--- src/rtl/seg7_pkg.sv ---
// Shared types and display constants for the 7-segment display arbiter.
// Optional urgent-requester preemption is enabled by SEG7_ARB_PREEMPT_EN.
package seg7_pkg;

    typedef enum logic [1:0] {
        IDLE,
        LOAD,
        HOLD
    } arb_state_t;

    localparam int SEG7_NUM_W    = 32;
    localparam int SEG7_AN_NUM   = 8;
    localparam int SEG7_CATH_NUM = 7;

endpackage

--- src/rtl/seg7_rr_picker.sv ---
// Rotating priority encoder: first requester found after ptr_i wins.
// Purely combinational; ptr_i itself has the lowest priority.
module seg7_rr_picker #(
    parameter int N_REQ = 4
) (
    input  logic [N_REQ-1:0]         req_i,
    input  logic [$clog2(N_REQ)-1:0] ptr_i,
    output logic                     valid_o,
    output logic [$clog2(N_REQ)-1:0] idx_o
);

    localparam int IW = $clog2(N_REQ);

    int             j;
    logic [IW-1:0]  k;

    // Walk from farthest to nearest so the nearest hit is written last.
    always_comb begin
        valid_o = 1'b0;
        idx_o   = '0;
        j       = 0;
        k       = '0;
        for (int i = N_REQ; i >= 1; i--) begin
            j = (int'(ptr_i) + i) % N_REQ;
            k = IW'(j);
            if (req_i[k]) begin
                valid_o = 1'b1;
                idx_o   = k;
            end
        end
    end

endmodule

--- src/rtl/seg7_disp_arbiter.sv ---
// Round-robin owner arbitration of the 8-digit display with a minimum dwell.
// Define SEG7_ARB_PREEMPT_EN to let requester 0 preempt other owners.
module seg7_disp_arbiter
    import seg7_pkg::*;
#(
    parameter int N_REQ       = 4,
    parameter int HOLD_CYCLES = 1_000_000,
    parameter int NUM_W       = SEG7_NUM_W
) (
    input  logic                     clk_i,
    input  logic                     rst,
    input  logic [N_REQ-1:0]         req_i,
    input  logic [N_REQ*NUM_W-1:0]   num_i,
    output logic [N_REQ-1:0]         gnt_o,
    output logic [$clog2(N_REQ)-1:0] owner_o,
    output logic                     busy_o,
    output logic [NUM_W-1:0]         num_o,
    output logic                     seg_rst_o
);

    localparam int IW = $clog2(N_REQ);
    localparam int CW = $clog2(HOLD_CYCLES);
    localparam logic [CW-1:0] CNT_LOAD = CW'(HOLD_CYCLES - 1);
    localparam logic [IW-1:0] PTR_RST  = IW'(N_REQ - 1);

    arb_state_t        state_q, state_d;
    logic [N_REQ-1:0]  gnt_q, gnt_d;
    logic [IW-1:0]     owner_q, owner_d;
    logic              busy_q, busy_d;
    logic [NUM_W-1:0]  num_q, num_d;
    logic              srst_q, srst_d;
    logic [IW-1:0]     rr_q, rr_d;
    logic [CW-1:0]     cnt_q, cnt_d;
    logic              ever_q, ever_d;

    logic              pick_v;
    logic [IW-1:0]     pick_idx;
    logic              load_en;
    logic [IW-1:0]     load_idx;
    logic              follow;
    logic [NUM_W-1:0]  src [N_REQ];

    for (genvar g = 0; g < N_REQ; g++) begin : g_src
        assign src[g] = num_i[g*NUM_W +: NUM_W];
    end

    function automatic logic [N_REQ-1:0] onehot(input logic [IW-1:0] i);
        onehot    = '0;
        onehot[i] = 1'b1;
    endfunction

    seg7_rr_picker #(
        .N_REQ(N_REQ)
    ) u_picker (
        .req_i  (req_i),
        .ptr_i  (rr_q),
        .valid_o(pick_v),
        .idx_o  (pick_idx)
    );

    always_comb begin
        state_d  = state_q;
        gnt_d    = gnt_q;
        owner_d  = owner_q;
        busy_d   = busy_q;
        num_d    = num_q;
        srst_d   = srst_q;
        rr_d     = rr_q;
        cnt_d    = cnt_q;
        ever_d   = ever_q;
        load_en  = 1'b0;
        load_idx = pick_idx;
        follow   = 1'b0;

        unique case (state_q)
            IDLE: begin
                gnt_d   = '0;
                busy_d  = 1'b0;
                srst_d  = ~ever_q;
                load_en = pick_v;
            end
            LOAD: begin
                state_d = HOLD;
                cnt_d   = CNT_LOAD;
                srst_d  = 1'b0;
                follow  = 1'b1;
            end
            HOLD: begin
                if (cnt_q == '0) begin
                    if (!pick_v) begin
                        state_d = IDLE;
                        gnt_d   = '0;
                        busy_d  = 1'b0;
                    end else if (pick_idx != owner_q) begin
                        load_en = 1'b1;
                    end else begin
                        // Sole requester keeps the display without a blank.
                        cnt_d  = CNT_LOAD;
                        follow = 1'b1;
                    end
                end else begin
                    cnt_d  = cnt_q - 1'b1;
                    follow = 1'b1;
                end
`ifdef SEG7_ARB_PREEMPT_EN
                if (req_i[0] && owner_q != '0) begin
                    load_en  = 1'b1;
                    load_idx = '0;
                end
`endif
            end
            default: state_d = IDLE;
        endcase

        if (follow) begin
            gnt_d = req_i[owner_q] ? onehot(owner_q) : '0;
            if (req_i[owner_q])
                num_d = src[owner_q];
        end

        if (load_en) begin
            state_d = LOAD;
            gnt_d   = onehot(load_idx);
            owner_d = load_idx;
            num_d   = src[load_idx];
            srst_d  = 1'b1;
            busy_d  = 1'b1;
            rr_d    = load_idx;
            ever_d  = 1'b1;
        end
    end

    always_ff @(posedge clk_i or posedge rst) begin
        if (rst) begin
            state_q <= IDLE;
            gnt_q   <= '0;
            owner_q <= '0;
            busy_q  <= 1'b0;
            num_q   <= '0;
            srst_q  <= 1'b1;
            rr_q    <= PTR_RST;
            cnt_q   <= '0;
            ever_q  <= 1'b0;
        end else begin
            state_q <= state_d;
            gnt_q   <= gnt_d;
            owner_q <= owner_d;
            busy_q  <= busy_d;
            num_q   <= num_d;
            srst_q  <= srst_d;
            rr_q    <= rr_d;
            cnt_q   <= cnt_d;
            ever_q  <= ever_d;
        end
    end

    assign gnt_o     = gnt_q;
    assign owner_o   = owner_q;
    assign busy_o    = busy_q;
    assign num_o     = num_q;
    assign seg_rst_o = srst_q;

endmodule

--- config.mk ---
export PLATFORM = sky130hd
export DESIGN_NAME = seg7_disp_arbiter
export DESIGN_NICKNAME = d
export VERILOG_FILES = /design/src/rtl/seg7_pkg.sv /design/src/rtl/seg7_rr_picker.sv /design/src/rtl/seg7_disp_arbiter.sv
export SDC_FILE = /design/constraint.sdc
export NUM_CORES = 1
export LEC_CHECK = 0
export CORE_ASPECT_RATIO = 0.7
export CORE_MARGIN = 2
export CORE_UTILIZATION = 50
export CTS_CLUSTER_DIAMETER = 120
export DETAILED_ROUTE_END_ITERATION = 6
export GPL_TIMING_DRIVEN = 0
export PLACE_DENSITY = 0.86
export SKIP_CTS_REPAIR_TIMING = 1
export SLEW_MARGIN = 30
export SYNTH_ARGS = -nofsm -noshare
export SYNTH_HDL_FRONTEND = slang
export SYNTH_HIERARCHICAL = 1
export SYNTH_SLANG_ARGS = --single-unit
--- constraint.sdc ---
create_clock -name clk_i -period 5 [get_ports clk_i]
set_input_delay 1 -clock clk_i [delete_from_list [all_inputs] [get_ports clk_i]]
set_output_delay 1 -clock clk_i [all_outputs]
set_load 0.1 [all_outputs]
==> qor.csv, run 1 <==
metric,value,unit
synth-seq-area-share,0.3309,
synth_top_area_frac,0.3149,
max_slew.worst_pin.slew,1.024,ns
hold_viol,0,
syn_area,0.004927,sq mm
port_buffers,173,
syn_inst,475,
cts_buffers,9,
hold_path.class,reg2reg,
synth_edf_count,0,
grt_pass1_wl,25450,um
finClkSkew,0.009438,ns
gp_congestion,0.8812,
yosys-top-cells-area,"dfrtp_1 (31%), mux4_2 (30%), a21oi_1 (7.7%)",
fp.coreArea,0.009647,sq mm
drv_slew,0,
synth_common_cells,"a21oi_1 (76), mux4_2 (65), nand2_1 (63)",
drcViolationCount,0,
critPathKind,in2reg,
clk_path_buf_depth,2,
irDropWorstVdd,0.4993,mV
r2r-start,rr_q[1],
cts_sinks,65,
leakage,2.749,nW
grt.overflow.total,0,
crit_top_cell,a21oi_1,
grt_use_total,0.3126,
outcome,completed,
synth_cell_types,47,
cts_root_buffer,clkbuf_16,
p_per_area,715.9,mW/mm^2
drtPass1Iterations,5,
final_area,0.007141,sq mm
place_area,0.006849,sq mm
grt_max_degree,47,
fin_setup_tns,0,ns
critPathRequiredTime,5.24,ns
htreeDepth,3,
drt_iter0_markers,426,
vias_per_cell,6.291,
rsz0062_at_grt,false,
syn2layout_area_growth,44.92,%
synth_area_per_cell,10.37,sq um
post-synth-top-count-cell,a21oi_1,
r2r_cells,10,
fin_util,0.7402,
ant_nets,0,
fmax,283.9,MHz
io_pins,174,
die_w,122.7,um
finalCritPeriodShare,0.7044,
critPathArrivalTime,3.76,ns
worstHoldStart,ever_q,
final-setup-viol-count,0,
cap_violations,0,
dpl.hpwl,12280,um
dieArea,0.01068,sq mm
hold_path_depth,2,
synth_flop_cell,dfrtp_1,
antennaDiodeCount,0,
clk_pin_slew,0.06,ns
synth_largest_area_cell,dfrtp_1,
die_height,87.06,um
drive_gt1_frac,0.1910,
startpoint,req_i[0],
async_flop_share,1.000,
clock_latency,0.33,ns
rows,30,
cp_slowest_stage_delay,0.60,ns
first_global_vias,5179,
start_util,0.5108,
cp-end-kind,flip-flop,
relSlewSlack,0.3152,
nets,800,
wl_per_cell,20.57,um
cp_cell_sequence,clkdlybuf4s50_1 > a21oi_1 > a31oi_1 > a21oi_1 > buf_2 > xor2_1 > nor3_2 > nor2_1 > a21oi_2 > buf_2 > a21oi_1 > a21oi_1,
wirelength,16310,um
critPathLaunchType,primary input,
cp_slowest_cell,clkdlybuf4s50_1,
synth_seq_cells,65,
vias,4989,
yosys_warnings,6,
critPathMaxFanout,10,
finalCriticalPeriod,3.522,ns
antenna_found_initial,0,
syn_nets,615,
tritoncts,yes,
## state kept, by name, summed over array words and instances (netlist names)
name       count
num_o         32
cnt_q         20
gnt_o          4
owner_o        2
rr_q           2
state_q        2
busy_o         1
ever_q         1
seg_rst_o      1
## where the power goes
group | total [mW] | switching, mW | leakage (nW) | internal (mW)
Sequential | 0.873 | 0.139 | 0.733 | 0.734
Clock | 0.630 | 0.246 | 0.137 | 0.385
Combinational | 3.61 | 2.41 | 1.88 | 1.20
## stage by stage
| step | hold slack (ns) | setup slack, ns | std cells | power, mW |
|---|---|---|---|---|
| detailed placement | 0.4341 | 1.246 | 777 | 4.447 |
| finish | 0.4485 | 1.478 | 793 | 5.112 |
| global route | 0.4803 | 1.285 | 793 | 5.364 |
| global placement | 0.4264 | 1.196 | 776 | 4.337 |
| floorplan | 0.4139 | 2.052 | 475 | 3.545 |
| CTS | 0.4483 | 1.517 | 793 | 5.099 |
## worst max-delay path, delay by kind of cell
family | cells | cell delay [ns]
xor+xnor | 1 | 0.21
buf+inv | 3 | 1.14
compound gates | 6 | 1.08
simple gates | 2 | 0.34
## final timing paths
kind	to	slack (ns)
min	ever_q	0.45
max	num_o[14]	1.48
min reg2reg	ever_q	0.45
max in group asynchronous	seg_rst_o	3.42
max reg2reg	num_o[14]	2.17
min in group asynchronous	num_o[22]	0.99
## area by class of cell
cell class                 instances  area (sq um)
multi-input combinational        363          3060
fill                             629          2506
timing repair buffer             174          1754
sequential                        65          1630
clock buffer                       9         225.2
buffer                            37         198.9
tap                              128         160.2
clock inverter                     7         71.32
inverter                          10         40.04
## cell families after synthesis
| group | count (synthesis) | synth area share |
|---|---|---|
| compound gates | 126 | 0.1478 |
| simple gates | 160 | 0.1493 |
| buf+inv | 47 | 0.04799 |
| xor+xnor | 3 | 0.005334 |
| flops | 65 | 0.3309 |
| fa+ha+maj | 6 | 0.01524 |
| mux | 68 | 0.3035 |
## cells in the final DEF, fill, tap and decap left out, types with 5 or more instances in the layout
cell type and count:
nand2_1 63, dfrtp_1 62, o31ai_1 7, nor2_1 51
clkdlybuf4s50_1 172, buf_2 19, nand2b_1 5, clkbuf_1 12
a31oi_1 5, ha_1 6, mux4_2 65, inv_1 9
clkbuf_16 9, a21oi_1 76, o21ai_0 20, nor3_1 14
buf_6 5
## routing by layer
| layer | wire (um) | track usage | vias to the layer above | part of all wire |
|---|---|---|---|---|
| li1 | - | - | 2167 | - |
| met1 | 6190 | 0.3827 | 2448 | 0.38 |
| met2 | 8110 | 0.5359 | 322 | 0.50 |
| met3 | 1543 | 0.08639 | 52 | 0.095 |
| met4 | 469 | 0.1118 | 0 | 0.029 |
| met5 | 0 | 0 | - | 0 |
Note: power is estimated with default switching activity, not from simulation.
==> run 2, diff against run 1 <==
--- a/config.mk
+++ b/config.mk
@@ -7,11 +7,11 @@
 export LEC_CHECK = 0
 export CORE_ASPECT_RATIO = 0.7
 export CORE_MARGIN = 2
-export CORE_UTILIZATION = 50
+export CORE_UTILIZATION = 42
 export CTS_CLUSTER_DIAMETER = 120
 export DETAILED_ROUTE_END_ITERATION = 6
 export GPL_TIMING_DRIVEN = 0
-export PLACE_DENSITY = 0.86
+export PLACE_DENSITY = 0.76
 export SKIP_CTS_REPAIR_TIMING = 1
 export SLEW_MARGIN = 30
 export SYNTH_ARGS = -nofsm -noshare
==> constraint.sdc (replaced) <==
create_clock -name clk_i -period 2.9 [get_ports clk_i]
set_input_delay 0.58 -clock clk_i [delete_from_list [all_inputs] [get_ports clk_i]]
set_output_delay 0.58 -clock clk_i [all_outputs]
set_load 0.1 [all_outputs]
==> run 2 against run 1 <==
Net effect:
- total power rose by 74%
- highest routed layer unchanged
- wire length fell by 3.3%
- non-clock buffer count did not move
- setup slack got worse by 1.2 ns
- sequential share of layout area down 0.36 points
- register-to-register slack lost 1.9 ns
- clock skew shrank 0.0020 ns
- largest power group unchanged
- final cell count up 3.7%
- cell area is 1.6% higher
- global-route usage shrank 6.0 points
- sequential power increased by 72%
==> qor.csv, run 2 (same netlist as run 1, synthesis figures left out) <==
metric,value,unit,change
dieArea,0.01263,sq mm,+18%
hold_viol,0,,unchanged
antennaDiodeCount,0,,unchanged
endpoint,owner_o[0],,
cts_sinks,65,,unchanged
rsz0062_at_grt,false,,
startpoint,owner_o[0],,
io_pins,174,,unchanged
first_global_vias,4763,,-8.0%
drtPass1Iterations,5,,unchanged
p_per_area,1228,mW/mm^2,+72%
finalCriticalPeriod,2.611,ns,
tritoncts,yes,,
cp_slowest_cell,clkdlybuf4s50_1,,
largest_reg_flops,32,,unchanged
vias_per_cell,5.809,,-7.7%
syn2layout_area_growth,47.26,%,
finClkSkew,0.007416,ns,-0.002023 ns
critPathKind,reg2out,,
drv_slew,0,,unchanged
mostFrequentLayoutCell,clkdlybuf4s50_1,,
gp_congestion,0.8684,,-1.5%
dpl.hpwl,12270,um,about the same
final-seq-area,0.001630,sq mm,unchanged
wirelength,15770,um,-3.3%
critPathLaunchType,flip-flop,,
power,8.913,mW,+74%
fp.coreArea,0.01156,sq mm,+20%
outcome,completed,,
cts_buffers,9,,unchanged
cp_slowest_stage_delay,1.20,ns,+0.60 ns
port_buffers,173,,unchanged
grt_use_total,0.2530,,-0.05953
cts_root_buffer,clkbuf_16,,
ant_nets,0,,unchanged
worstPathBufferInverterCount,1,,-2
r2r-start,rr_q[1],,
worst-r2r-setup-slack,0.30,ns,-1.87 ns
grt_max_degree,37,,-21%
cp_cell_sequence,clkdlybuf4s50_1,,
cap_violations,0,,unchanged
layout_common_cells,"clkdlybuf4s50_1 (168), a21oi_1 (76), mux4_2 (65)",,
drive_gt1_frac,0.2015,,+0.01053
multiInputGateArea,0.003085,sq mm,+0.82%
drcViolationCount,0,,unchanged
vias,4775,,-4.3%
rows,33,,+10%
clock_latency,0.34,ns,about the same
relSlewSlack,0.3088,,-0.006422
r2r_cells,10,,unchanged
clk_pin_slew,0.05,ns,about the same
fmax,383.0,MHz,
irDropWorstVdd,0.6703,mV,+34%
cp_top_family,buffers and inverters,,
final_area,0.007256,sq mm,+1.6%
critPathArrivalTime,2.03,ns,-1.73 ns
leakage,2.822,nW,+2.7%
start_util,0.4262,,-0.08457
final-setup-viol-count,0,,unchanged
die_w,133.5,um,+8.8%
crit_cells,1,,-11
clk_path_buf_depth,2,,unchanged
grt_pass1_wl,24540,um,-3.6%
cp-end-kind,primary output,,
fill_cells,933,,+48%
htreeDepth,3,,unchanged
fin_util,0.6276,,-0.1126
critPathRequiredTime,2.32,ns,-2.92 ns
critPathMaxFanout,4,,-6
fin_ws,0.2892,ns,-1.189 ns
grt.overflow.total,0,,unchanged
wl_per_cell,19.19,um,-6.7%
nets,800,,unchanged
preCtsSetupSlack,-0.4226,ns,-1.668 ns
hold_path.class,reg2reg,,
holdWs,0.4469,ns,-0.001610 ns
die_height,94.62,um,+8.7%
place_area,0.006878,sq mm,+0.42%
max_slew.worst_pin.slew,1.034,ns,+0.009603 ns
r2r_end,gnt_o[3],,
drt_iter0_markers,335,,-21%
finalCritPeriodShare,0.9003,,
antenna_found_initial,0,,unchanged
## run 2: cell count changes in the layout (fill, tap and decap cells not counted), moves of 3 or more
cell	before	now
buf_2	19	15
clkbuf_1	12	9
clkbuf_2	0	5
clkdlybuf4s50_1	172	168
dlymetal6s2s_1	0	4
clkbuf_4	0	4
## run 2: how the worst min path moves through the flow
stage / start / end / slack [ns] / depth (start not counted)
after floorplan: ever_q / ever_q / 0.41 / 2
after global placement: ever_q / ever_q / 0.42 / 2
after detailed placement: ever_q / ever_q / 0.43 / 2
after CTS: ever_q / ever_q / 0.45 / 2
after global routing: ever_q / ever_q / 0.48 / 2
final: ever_q / ever_q / 0.45 / 2
## run 2: layer usage
| metal | GRT usage | routed length [um] |
|---|---|---|
| met5 | 0 | 0 |
| met1 | 0.3438 | 6589 |
| met2 | 0.4046 | 7603 |
| met4 | 0.07181 | 334 |
| met3 | 0.06817 | 1245 |
## run 2: cell type report
type | count | area share
multi-input combinational | 363 | 0.4252
timing repair buffer | 174 | 0.2421
sequential | 65 | 0.2247
clock buffer | 12 | 0.03535
buffer | 37 | 0.02966
tap | 157 | 0.02707
clock inverter | 4 | 0.01035
inverter | 10 | 0.005518
## run 2: stage by stage
stage / setup TNS [ns] / instances
2_1_floorplan: 0 / 475
3_3_place_gp: -40.37 / 805
3_5_place_dp: -15.88 / 806
4_1_cts: -0.4007 / 822
5_1_grt: 0 / 822
6_report: 0 / 822
## run 2: where the power goes
part,internal (mW),switching [mW],total (mW),leakage [nW]
sequential,1.27,0.233,1.50,0.733
combinational,2.10,4.10,6.21,1.93
clock,0.799,0.408,1.21,0.155
==> run 3, diff against run 2 <==
--- a/config.mk
+++ b/config.mk
@@ -13,7 +13,6 @@
 export GPL_TIMING_DRIVEN = 0
 export PLACE_DENSITY = 0.76
 export SKIP_CTS_REPAIR_TIMING = 1
-export SLEW_MARGIN = 30
 export SYNTH_ARGS = -nofsm -noshare
 export SYNTH_HDL_FRONTEND = slang
 export SYNTH_HIERARCHICAL = 1
==> run 3 against run 2 <==
Net effect:
- maximum frequency is 1.5% lower
- combinational power is 1% higher
- non-clock buffer count is 3 higher
- worst hold slack worse by 0.0021 ns
- total power is 0.52% lower
- core utilization is 0.054 points higher
- wire length is 0.58% higher
- clock power is 9% lower
- setup slack worse by 0.041 ns
- flip-flop and latch count stayed put
- clock skew is 0.0023 ns higher
- global-route usage is 0.12 points higher
- critical path type is now reg2reg
==> qor.csv, run 3 (same netlist as run 1, synthesis figures left out) <==
metric,value,unit,change
vias,4743,,-0.67%
nets,803,,+0.38%
grt_max_degree,37,,unchanged
tritoncts,yes,,
layout_common_cells,"clkdlybuf4s50_1 (169), a21oi_1 (76), mux4_2 (65)",,
multiInputGateArea,0.003085,sq mm,unchanged
io_pins,174,,unchanged
cts_sinks,65,,unchanged
cp_cell_sequence,a21oi_1 > a31oi_1 > a21oi_1 > buf_2 > xor2_2 > nor3_2 > nor2_2 > a21o_1 > or4_1 > o311ai_1,,
syn2layout_area_growth,47.38,%,about the same
final_area,0.007262,sq mm,about the same
rsz0062_at_grt,false,,
dpl.hpwl,12230,um,-0.36%
clk_pin_slew,0.06,ns,about the same
die_w,133.5,um,unchanged
fmax,377.1,MHz,-1.5%
outcome,completed,,
antennaDiodeCount,0,,unchanged
relSlewSlack,0.3099,,+0.001163
rows,33,,unchanged
die_height,94.62,um,unchanged
cts_buffers,9,,unchanged
fp.coreArea,0.01156,sq mm,unchanged
wl_per_cell,19.25,um,+0.34%
drtPass1Iterations,5,,unchanged
final-seq-area,0.001630,sq mm,unchanged
antenna_found_initial,0,,unchanged
place_area,0.006875,sq mm,about the same
hold_path.class,reg2reg,,
cp_slowest_cell,dfstp_2,,
largest_reg_flops,32,,unchanged
wirelength,15860,um,+0.58%
vias_per_cell,5.756,,-0.91%
finalCritPeriodShare,0.9143,,+0.01406
clk_path_buf_depth,2,,unchanged
start_util,0.4262,,unchanged
gp_congestion,0.8684,,unchanged
finalCriticalPeriod,2.652,ns,+0.04077 ns
finClkSkew,0.009748,ns,+0.002332 ns
cap_violations,0,,unchanged
drt_iter0_markers,359,,+7.2%
final-setup-viol-count,0,,unchanged
critPathRequiredTime,3.14,ns,+0.82 ns
cp-end-kind,flip-flop,,
crit_top_cell,a21oi_1,,
cts_root_buffer,clkbuf_16,,
drcViolationCount,0,,unchanged
fin_setup_tns,0,ns,unchanged
drive_gt1_frac,0.2039,,+0.002394
cp_slowest_stage_delay,0.60,ns,-0.60 ns
fill_cells,929,,-0.43%
port_buffers,173,,unchanged
mostFrequentLayoutCell,clkdlybuf4s50_1,,
max_slew.worst_pin.slew,1.032,ns,-0.001739 ns
ant_nets,0,,unchanged
p_per_area,1221,mW/mm^2,-0.61%
first_global_vias,4859,,+2.0%
critPathArrivalTime,2.90,ns,+0.87 ns
dieArea,0.01263,sq mm,unchanged
hold_viol,0,,unchanged
irDropWorstVdd,0.7004,mV,+4.5%
grt_pass1_wl,24710,um,+0.70%
grt_use_total,0.2542,,+0.001156
htreeDepth,3,,unchanged
grt.overflow.total,0,,unchanged
clock_latency,0.35,ns,about the same
critPathMaxFanout,9,,+5
critPathLaunchType,flip-flop,,
drv_slew,0,,unchanged
leakage,2.828,nW,+0.22%
critPathKind,reg2reg,,
-- run 3: path summary, 6_finish.rpt --
kind / from / endpoint / slack (ns) / cells past startpoint
worst min-delay path: ever_q / ever_q / 0.44 / 2
worst min register to register: ever_q / ever_q / 0.44 / 2
worst max register to register: rr_q[1] / gnt_o[3] / 0.25 / 10
min in group asynchronous: rst / cnt_q[6] / 0.68 / 2
max in group asynchronous: rst / rr_q[0] / 1.50 / 3
worst max-delay path: rr_q[1] / gnt_o[3] / 0.25 / 10
-- run 3: power by group --
part	internal (mW)	leakage, nW	switching [mW]
sequential	1.27	0.733	0.235
combinational	2.16	1.95	4.11
clock	0.682	0.144	0.419
total	4.11	2.83	4.76
-- run 3: per-stage QoR --
stage | utilization | worst slack (ns) | power (mW) | hold WS (ns) | cells
global placement | 0.5930 | -0.4774 | 7.492 | 0.4250 | 805
finish | 0.6281 | 0.2484 | 8.867 | 0.4448 | 824
CTS | 0.6202 | -0.07141 | 8.758 | 0.4444 | 821
global route | 0.6281 | 0.09611 | 9.342 | 0.4771 | 824
detailed placement | 0.5947 | -0.4128 | 7.641 | 0.4334 | 806
floorplan | - | 0.3528 | 6.111 | 0.4139 | 475
-- run 3: layer usage --
layer	global-route usage	vias up	part of all wire
met3	0.06602	25	0.072
li1	-	2165	-
met2	0.4137	183	0.49
met4	0.07358	0	0.018
met1	0.3406	2370	0.42
met5	0	-	0
-- run 3: layout make-up --
type / instances / area share
Sequential cell: 65 / 0.2245
Clock inverter: 5 / 0.007753
Inverter: 10 / 0.005169
Clock buffer: 10 / 0.03291
Multi-Input combinational cell: 363 / 0.4249
Buffer: 37 / 0.03032
Tap cell: 157 / 0.02705
Timing Repair Buffer: 177 / 0.2474
-- run 3: worst max-delay path: cells and delay by family, from the launching register on --
family	cells	cell delay, ns
and+or+nand+nor	3	0.83
AOI/OAI and AO/OA	5	0.69
DFF	1	0.60
buffers and inverters	1	0.21
xor gates and xnor gates	1	0.21
